<file path="src/rtl/imp_cycle_sched.sv">
// Cycle scheduler for the pulse-timing unit.
// Holds a double-buffered table of segment descriptors (Pni, Pii, Pnp, Pip, QIT).
// From each cycle start it walks calibration, noise and segment modes. For every
// pulse it hands the timing unit one absolute four-timestamp event, then waits for
// the window end (obm_done) before building the next one.
//
// Handshake: ev_valid rises in ISSUE and stays high, with ev_kind/ev_t* held
// constant, until a cycle where ev_valid & ev_ready are both high. That cycle is
// the single transfer; ev_valid is low from the next cycle on.
module imp_cycle_sched #(
   parameter int N_SEG = 3,
   parameter int TW    = 32,
   parameter int QW    = 16
) (
   input  logic          clk,
   input  logic          rst,
   input  logic          cfg_we,
   input  logic [4:0]    cfg_addr,
   input  logic [31:0]   cfg_data,
   input  logic [1:0]    n_seg,
   input  logic          dop_en,
   input  logic [15:0]   dds_delay,
   input  logic [TW-1:0] dt_kal,
   input  logic [TW-1:0] dt_pom,
   input  logic [TW-1:0] time_now,
   input  logic          cycle_start,
   input  logic          obm_done,
   output logic          ev_valid,
   input  logic          ev_ready,
   output logic [1:0]    ev_kind,
   output logic [TW-1:0] ev_tni,
   output logic [TW-1:0] ev_tki,
   output logic [TW-1:0] ev_tnp,
   output logic [TW-1:0] ev_tkp,
   output logic [TW-1:0] tnc_next,
   output logic          tnc_valid,
   output logic          busy,
   output logic          err_overrun,
   output logic [2:0]    dbg_state
);

   typedef enum logic [2:0] {
      S_IDLE     = 3'd0,
      S_LATCH    = 3'd1,
      S_CALC     = 3'd2,
      S_ISSUE    = 3'd3,
      S_WAIT_OBM = 3'd4,
      S_DONE     = 3'd5
   } state_t;

   typedef enum logic [1:0] {
      M_CAL   = 2'd0,
      M_NOISE = 2'd1,
      M_SEG   = 2'd2
   } mode_t;

   localparam logic [1:0]    LAST_SEG = 2'(N_SEG - 1);
   localparam logic [TW-1:0] TNC_GAP  = TW'(8);

   state_t state, state_nx;
   mode_t  mode;

   // Descriptor banks: index 0 Pni, 1 Pii, 2 Pnp, 3 Pip
   logic [TW-1:0] shd_tim [N_SEG][4];
   logic [QW-1:0] shd_qit [N_SEG];
   logic [TW-1:0] act_tim [N_SEG][4];
   logic [QW-1:0] act_qit [N_SEG];

   logic [TW-1:0] base;
   logic [1:0]    seg;
   logic [1:0]    n_lim;
   logic [QW-1:0] cnt;
   logic          seg_issued;

   // Current-segment view and next-segment search results
   logic [TW-1:0] cur_tim [4];
   logic [QW-1:0] cur_qit;
   logic [2:0]    srch_start;
   logic          srch_found;
   logic [1:0]    srch_idx;
   logic [QW-1:0] srch_qit;

   // Timestamp arithmetic, all modulo 2^TW
   logic [TW-1:0] dds_ext;
   logic [TW-1:0] seg_tni, seg_tki, seg_tnp, seg_tkp;
   logic [TW-1:0] aux_tnp, aux_tkp;

   // Host writes land in the shadow bank at any time
   always_ff @(posedge clk) begin
      if (rst) begin
         for (int k = 0; k < N_SEG; k++) begin
            shd_qit[k] <= '0;
            for (int f = 0; f < 4; f++) shd_tim[k][f] <= '0;
         end
      end else if (cfg_we) begin
         for (int k = 0; k < N_SEG; k++) begin
            if (!cfg_addr[4] && cfg_addr[3:2] == k[1:0]) begin
               for (int f = 0; f < 4; f++) begin
                  if (cfg_addr[1:0] == f[1:0]) shd_tim[k][f] <= TW'(cfg_data);
               end
            end
            if (cfg_addr[4] && cfg_addr[3:2] == 2'b00 && cfg_addr[1:0] == k[1:0]) begin
               shd_qit[k] <= QW'(cfg_data);
            end
         end
      end
   end

   // Active bank is snapshotted only when a cycle is accepted from IDLE
   always_ff @(posedge clk) begin
      if (rst) begin
         for (int k = 0; k < N_SEG; k++) begin
            act_qit[k] <= '0;
            for (int f = 0; f < 4; f++) act_tim[k][f] <= '0;
         end
      end else if (state == S_IDLE && cycle_start) begin
         act_tim <= shd_tim;
         act_qit <= shd_qit;
      end
   end

   // Mux out the descriptor of the segment currently being served
   always_comb begin
      cur_qit = '0;
      for (int f = 0; f < 4; f++) cur_tim[f] = '0;
      for (int k = 0; k < N_SEG; k++) begin
         if (seg == k[1:0]) begin
            cur_qit = act_qit[k];
            for (int f = 0; f < 4; f++) cur_tim[f] = act_tim[k][f];
         end
      end
   end

   // Lowest non-empty segment in [srch_start, n_lim]; from 0 after noise, else after seg
   always_comb begin
      srch_start = (mode == M_SEG) ? ({1'b0, seg} + 3'd1) : 3'd0;
      srch_found = 1'b0;
      srch_idx   = '0;
      srch_qit   = '0;
      for (int k = N_SEG - 1; k >= 0; k--) begin
         if (k[2:0] >= srch_start && k[2:0] <= {1'b0, n_lim} && act_qit[k] != '0) begin
            srch_found = 1'b1;
            srch_idx   = k[1:0];
            srch_qit   = act_qit[k];
         end
      end
   end

   // Event timestamps for the current mode, relative to base
   always_comb begin
      dds_ext = TW'(dds_delay);
      seg_tni = base + cur_tim[0];
      seg_tki = seg_tni + cur_tim[1];
      seg_tnp = seg_tki + cur_tim[2];
      seg_tkp = seg_tnp + cur_tim[3];
      aux_tnp = base + dds_ext;
      aux_tkp = aux_tnp + ((mode == M_CAL) ? dt_kal : dt_pom);
   end

   // FSM state register
   always_ff @(posedge clk) begin
      if (rst) state <= S_IDLE;
      else     state <= state_nx;
   end

   // FSM next state and state-decoded outputs
   always_comb begin
      state_nx  = state;
      ev_valid  = 1'b0;
      busy      = (state != S_IDLE);
      dbg_state = state;
      case (state)
         S_IDLE: begin
            if (cycle_start) state_nx = S_LATCH;
         end
         S_LATCH: begin
            // One clock per empty segment skipped at the start of the cycle
            if (mode != M_SEG || cur_qit != '0) state_nx = S_CALC;
            else if (seg >= n_lim)              state_nx = S_DONE;
         end
         S_CALC: begin
            state_nx = S_ISSUE;
         end
         S_ISSUE: begin
            ev_valid = 1'b1;
            if (ev_ready) state_nx = S_WAIT_OBM;
         end
         S_WAIT_OBM: begin
            if (obm_done) begin
               case (mode)
                  M_CAL:   state_nx = S_CALC;
                  M_NOISE: state_nx = srch_found ? S_CALC : S_DONE;
                  default: begin
                     if (cnt > QW'(1) || srch_found) state_nx = S_CALC;
                     else                            state_nx = S_DONE;
                  end
               endcase
            end
         end
         S_DONE: begin
            state_nx = S_IDLE;
         end
         default: state_nx = S_IDLE;
      endcase
   end

   // Sequencing registers, event outputs, next-cycle strobe and overrun flag
   always_ff @(posedge clk) begin
      if (rst) begin
         mode        <= M_SEG;
         base        <= '0;
         seg         <= '0;
         n_lim       <= '0;
         cnt         <= '0;
         seg_issued  <= 1'b0;
         ev_kind     <= '0;
         ev_tni      <= '0;
         ev_tki      <= '0;
         ev_tnp      <= '0;
         ev_tkp      <= '0;
         tnc_next    <= '0;
         tnc_valid   <= 1'b0;
         err_overrun <= 1'b0;
      end else begin
         tnc_valid <= 1'b0;
         if (cycle_start && state != S_IDLE) err_overrun <= 1'b1;

         case (state)
            S_IDLE: begin
               if (cycle_start) begin
                  base       <= time_now;
                  n_lim      <= (n_seg > LAST_SEG) ? LAST_SEG : n_seg;
                  mode       <= dop_en ? M_CAL : M_SEG;
                  seg        <= '0;
                  cnt        <= shd_qit[0];
                  seg_issued <= 1'b0;
               end
            end
            S_LATCH: begin
               if (mode == M_SEG) begin
                  if (cur_qit != '0)    cnt <= cur_qit;
                  else if (seg < n_lim) seg <= seg + 2'd1;
               end
            end
            S_CALC: begin
               ev_kind <= mode;
               if (mode == M_SEG) begin
                  ev_tni <= seg_tni;
                  ev_tki <= seg_tki;
                  ev_tnp <= seg_tnp;
                  ev_tkp <= seg_tkp;
               end else begin
                  ev_tni <= '0;
                  ev_tki <= '0;
                  ev_tnp <= aux_tnp;
                  ev_tkp <= aux_tkp;
               end
            end
            S_ISSUE: begin
               if (ev_ready && mode == M_SEG) seg_issued <= 1'b1;
            end
            S_WAIT_OBM: begin
               if (obm_done) begin
                  base <= time_now;
                  case (mode)
                     M_CAL: mode <= M_NOISE;
                     M_NOISE: begin
                        if (srch_found) begin
                           mode <= M_SEG;
                           seg  <= srch_idx;
                           cnt  <= srch_qit;
                        end
                     end
                     default: begin
                        if (cnt > QW'(1)) begin
                           cnt <= cnt - QW'(1);
                        end else if (srch_found) begin
                           seg <= srch_idx;
                           cnt <= srch_qit;
                        end else begin
                           cnt <= '0;
                        end
                     end
                  endcase
               end
            end
            default: ;
         endcase

         // The last accepted event is still held on ev_tkp when DONE is entered
         if (state_nx == S_DONE && state != S_DONE && seg_issued) begin
            tnc_valid <= 1'b1;
            tnc_next  <= ev_tkp + TNC_GAP;
         end
      end
   end

endmodule

</file>
<file path="config.mk">
export PLATFORM = sky130hd
export DESIGN_NAME = imp_cycle_sched
export DESIGN_NICKNAME = d
export VERILOG_FILES = /design/src/rtl/imp_cycle_sched.sv
export SDC_FILE = /design/constraint.sdc
export NUM_CORES = 2
export LEC_CHECK = 0
export CAP_MARGIN = 15
export CORE_MARGIN = 4
export CORE_UTILIZATION = 55
export CTS_CLUSTER_DIAMETER = 50
export DETAILED_ROUTE_END_ITERATION = 6
export PLACE_DENSITY = 0.76
export SLEW_MARGIN = 20
export SYNTH_ARGS = -nofsm -noshare
export SYNTH_HDL_FRONTEND = slang
export SYNTH_SLANG_ARGS = --single-unit
</file>
<file path="constraint.sdc">
create_clock -name clk -period 15 [get_ports clk]
set_input_delay 1.5 -clock clk [delete_from_list [all_inputs] [get_ports clk]]
set_output_delay 1.5 -clock clk [all_outputs]
set_load 0.01 [all_outputs]
</file>
# Word-level counts from Yosys, hierarchy flattened
# Cells that the tools add are included.
[totals]
out_inout_bits = 169
wordCells = 208
register_bits = 1086
input_bits = 158
[op_classes]
eq_ne = 27
add_sub_neg = 10
reduce_logical = 54
order_cmp = 9
n_mux = 63
[op_table]
columns = ["cell", "n"]
rows = [
  ["$mux 128", 3],
  ["$mux 32", 7],
  ["$mux 16", 13],
  ["$add 32x32->32", 5],
  ["$pmux 32 s2", 1],
  ["$reduce_bool 16->1", 4],
  ["$pmux 16 s3", 1],
  ["$reduce_and 3->1", 14],
  ["$add 32x16->32", 1],
  ["$add 32x4->32 const B", 1],
  ["$pmux 16 s2", 1],
  ["$mux 2", 15],
  ["$mux 3", 8],
  ["$ne 2x2->1 const B", 9],
  ["$logic_and 1x1->1", 17],
  ["$gt 16x1->1 const B", 1],
  ["$sub 16x1->16 const B", 1],
  ["$pmux 3 s5", 1],
  ["$ne 3x3->1 const B", 4],
  ["$pmux 2 s2", 3],
  ["$eq 2x2->1 const B", 5],
  ["$eq 2x1->1 const B", 4],
  ["$logic_not 2->1", 4],
  ["$reduce_and 2->1", 4],
  ["24 further kinds", 36],
]

# Longest topological paths before layout
[logic_depth]
word_depth = 17
ltp_mapped = 55
depth_no_buf = 50

# Least setup slack after synthesis
# Ideal clock, no wire load.
[synth_timing]
kind = "register to register"
startpoint = "register seg[1]"
endpoint = "register ev_tkp[30]"
slack_ns = 4.673
synth_period_minus_slack_ns = 10.327
n_path_buf = 7
setup_time_ns = 0.122
required_ns = 14.878
arrival_time_ns = 10.205
stages_incl_launch_ff = 56
cell_sequence = "dfxtp_1 inv_1 ha_1 buf_2 clkbuf_1 clkbuf_1 buf_1 clkbuf_1 clkbuf_1 clkbuf_1 a21oi_1 o21ai_0 ha_1 inv_1 fa_1 nor2b_1 o21ai_0 a21boi_0 (+20 left out) nand2_1 a211o_1 a21oi_2 or2_2 xor2_1 ha_1 and3_1 a221o_1 a21o_1 a21o_1 a21oi_1 o21ai_1 maj3_1 a21oi_1 o21ai_1 a31oi_1 xnor2_1 a221o_1"
[synth_via]
elab_chain_cells = 9
word_cells_on_any_way = 11
cone_classes = "4 x add/sub; 2 x eq/ne; 4 x mux; 1 x reduce/logical"
[synth_lines]
columns = ["element", "line_no", "text"]
rows = [
  ["start, declared", "70", "logic [1:0] seg;"],
  ["start signal, assigned", "242", "else if (seg < n_lim) seg <= seg + 2'd1;"],
  ["start signal, assigned", "270", "seg <= srch_idx;"],
  ["start signal, assigned", "278", "seg <= srch_idx;"],
  ["$logic_not 2->1", "127", "if (seg == k[1:0]) begin"],
  ["$mux 128 (2 in a row)", "127", ""],
  ["$mux 128 *", "127", ""],
  ["$add 32x32->32", "152", "seg_tni = base + cur_tim[0];"],
  ["$add 32x32->32", "153", "seg_tki = seg_tni + cur_tim[1];"],
  ["$add 32x32->32", "154", "seg_tnp = seg_tki + cur_tim[2];"],
  ["$add 32x32->32 *", "155", "seg_tkp = seg_tnp + cur_tim[3];"],
  ["$mux 32 *", "247", "if (mode == M_SEG) begin"],
  ["end signal, assigned", "251", "ev_tkp <= seg_tkp;"],
  ["end signal, assigned", "256", "ev_tkp <= aux_tkp;"],
  ["end, declared", "34", "output logic [TW-1:0] ev_tkp,"],
]
# Mark *: on every way between the ends. The rest lies on a longest branch, timed or not.
# A chain may end at the register's enable or synchronous reset.

# Worst setup path after layout
# Same ends and word-level chain as after synthesis.

==> out/results.ini <==
[yosys]
ys_ff_latch=1086
netlist_area_sq_um=51900
synth_flop_cell=dfxtp_1
synth_edf_count=0
synthCells=7065
synth.top_cell.area_share=0.419
synth_seq_area_share=0.419
synth.distinct_cells=87
postSynthAreaPerCell_sq_um=7.34
synth_area_leaders=dfxtp_1 42%, nand2_1 17%, a21oi_1 12%, ha_1 4.3%, clkbuf_1 3.4%
yosysWarningCount=0
synth.net_count=7408
synth_top_cell_by_area=dfxtp_1
ys_async_sr_fraction=0

[critical_path]
critPathKind=reg -> reg
critPathTopFamily=compound AO/OA/AOI/OAI gates
rr_worst_depth=49
worst-path-buf-inv=3
r2r-start=seg[1]
r2r_setup_slack_ps=4110
crit_path_start_kind=flip-flop
required_ps=15600
timing.rr.end=ev_tkp[30]
critical-path-max-stage-delay_ps=440
cp.arrival_ps=11490
end_kind=flip-flop
path_max_fanout=45
critPathSlowestCell=dfxtp_1

[timing]
fin_tns_setup_ps=0
min_period_over_period=0.726
hold_viol_final=0
tightestPinTransition_ps=1420
final-setup-viol-count=0
fmax_mhz=91.8
fin_crit_ps=10890
rsz0062_at_grt=false
slew_headroom=0.0421
clock_skew_ps=66.7
drv_slew=0

[placed_design]
placed_area_sq_um=55600
dp_hpwl_mm=123
io_buffers=326
place.gp.congestion=0.977

[finish]
area_delta_synth_final_pct=15.2
multi_input_area_sq_um=28200
drive_gt1_frac=0.0555
fin_nets=7428
regArea_sq_um=21700
fillers=8337
postLayoutCellArea_sq_um=59800

[clocking]
htreeDepth=3
cts_setup_buffers=0
ctsResizeCount=0
clkLatencyLatePin_ps=750
clockBufferDepth=3
cts.sinks=1086
cts_buffers=120
hold_buffers=0
cts_root_buf=clkbuf_16
tritoncts=yes
clkSlewWorstSetupHoldPaths_ps=60

[power]
power.share.switching=0.376
clkPwrFrac=0.344
combPwrFrac=0.301
ir_drop_mv=0.157
leakagePower_nw=21.2
p_per_area_nw_per_um2=147
p_switching_mw=3.30
p_int_mw=5.48
seqPwrFrac=0.355

[global_routing]
grt_pass1_wl_mm=270
grt_antenna_before_repair=9
grtUsageTotal=0.350
grt-ovfl-total=0
grt_pass1_vias=44294
grt_max_degree=240

[drt]
drt-met1-wl_mm=77.0
remaining_drc_errors=0
via_per_inst=5.89
drtIter0Drc=5920
dr_wl_met2_mm=79.4
top_layer=met5
wl_per_cell_microns=21.5
route.vias.total=49757
firstDrtPassIters=6
ant_nets=0
wl_met3_mm=16.1
wirelength_mm=182

[flow_run]
maxCapViolCount=0

[floorplanning]
io_pins=327
die_x_microns=315
num_rows=112
core_area_sq_um=93500
die_h_microns=315
dieArea_sq_um=99300
start_util=0.555

[hold_path]
hold_path_depth=2
worst_hold_path.endpoint=act_tim[100]
min_from=shd_tim[100]
hp-class=reg -> reg

[run_status]
status=finished clean

-- flip-flops by register name, summed over array words and instances, names as in the netlist, 3 cells and up --
register and flops:
shd_qit 48, tnc_next 32, ev_tki 32, ev_tni 32
shd_tim 384, ev_tkp 32, base 32, act_qit 48
ev_tnp 32, cnt 16, dbg_state 3, act_tim 384
-- cells in the final DEF, fill, tap and decap left out, drive strengths merged, types with 34 or more instances in the layout --
master,count
nand2,2280
a21oi,1244
dfxtp,1086
nor2,415
clkdlybuf4s50,321
o21ai,271
ha,179
clkbuf,164
xnor2,128
buf,81
xor2,77
inv,76
a22oi,72
a21o,70
nand3,60
a211oi,58
nor3,51
o211ai,44
and3,39
nand2b,34
-- metal layers --
| metal | up-vias | track usage |
|---|---|---|
| li1 | 23876 | - |
| met1 | 23401 | 0.483 |
| met2 | 2143 | 0.533 |
| met3 | 333 | 0.0607 |
| met4 | 4 | 0.162 |
| met5 | - | 0 |
-- final cells by class --
class                   instances  area share
flip-flops and latches       1086       0.364
multi-input cells            5411       0.471
well taps                    1254      0.0263
clock inverters                58      0.0112
diodes                          7    0.000293
repair buffers                402      0.0651
inverters                      64     0.00402
clock buffers                 164      0.0580
-- cells in the mapped netlist (42+ instances only) --
cell	number
o211ai_1	42
nor3_1	51
clkbuf_1	466
ha_1	179
inv_1	64
nor2_1	415
xor2_1	77
nand2_1	2280
o21ai_0	264
a21oi_1	1243
xnor2_1	128
a22oi_1	72
dfxtp_1	1086
nand3_1	60
a21o_1	70
-- through the flow --
stage	hold slack, ps	util	worst slack, ps	total power [mW]	instances
floorplan	432	-	4670	4.84	7065
global placement	435	0.594	4440	5.74	8216
detailed placement	441	0.594	4430	5.75	8216
CTS	414	0.639	4300	8.74	8438
global route	430	0.639	3370	9.10	8440
finish	412	0.639	4110	8.78	8446
-- cells by family after synthesis --
group | after synthesis | share of synthesized area
fa+ha+maj | 186 | 0.0457
buf+inv | 568 | 0.0421
compound gates | 1957 | 0.216
mux | 39 | 0.00827
xor+xnor | 206 | 0.0351
simple gates | 3023 | 0.234
flops | 1086 | 0.419
-- worst max-delay path by stage --
| stage | from | to | slack (ps) | cells after the start |
|---|---|---|---|---|
| final | seg[1] | ev_tkp[30] | 4110 | 49 |
| after global placement | seg[1] | ev_tkp[30] | 4440 | 49 |
| after floorplan | seg[1] | ev_tkp[30] | 4670 | 55 |
| after global routing | seg[1] | ev_tkp[30] | 3370 | 49 |
| after CTS | seg[1] | ev_tkp[30] | 4300 | 49 |
| after detailed placement | seg[1] | ev_tkp[30] | 4430 | 49 |
-- power by group through the flow --
stage,Clock (mW),Sequential (mW),Combinational (mW)
after floorplan,0,3.14,1.69
after global placement,0,3.17,2.57
after detailed placement,0,3.18,2.58
after CTS,3.03,3.11,2.59
after global routing,3.16,3.13,2.82
final,3.02,3.12,2.64
-- worst register-to-register path: cells and delay by family, from the launching register on --
| kind | cells | cell delay [ps] |
|---|---|---|
| AO/OA/AOI/OAI | 27 | 5320 |
| adder cells (fa/ha/maj) | 6 | 2180 |
| AND/OR/NAND/NOR | 9 | 1510 |
| XOR/XNOR | 4 | 690 |
| buffers and inverters | 3 | 620 |
| flip-flops | 1 | 440 |
Power figures use the tool's default switching activity.
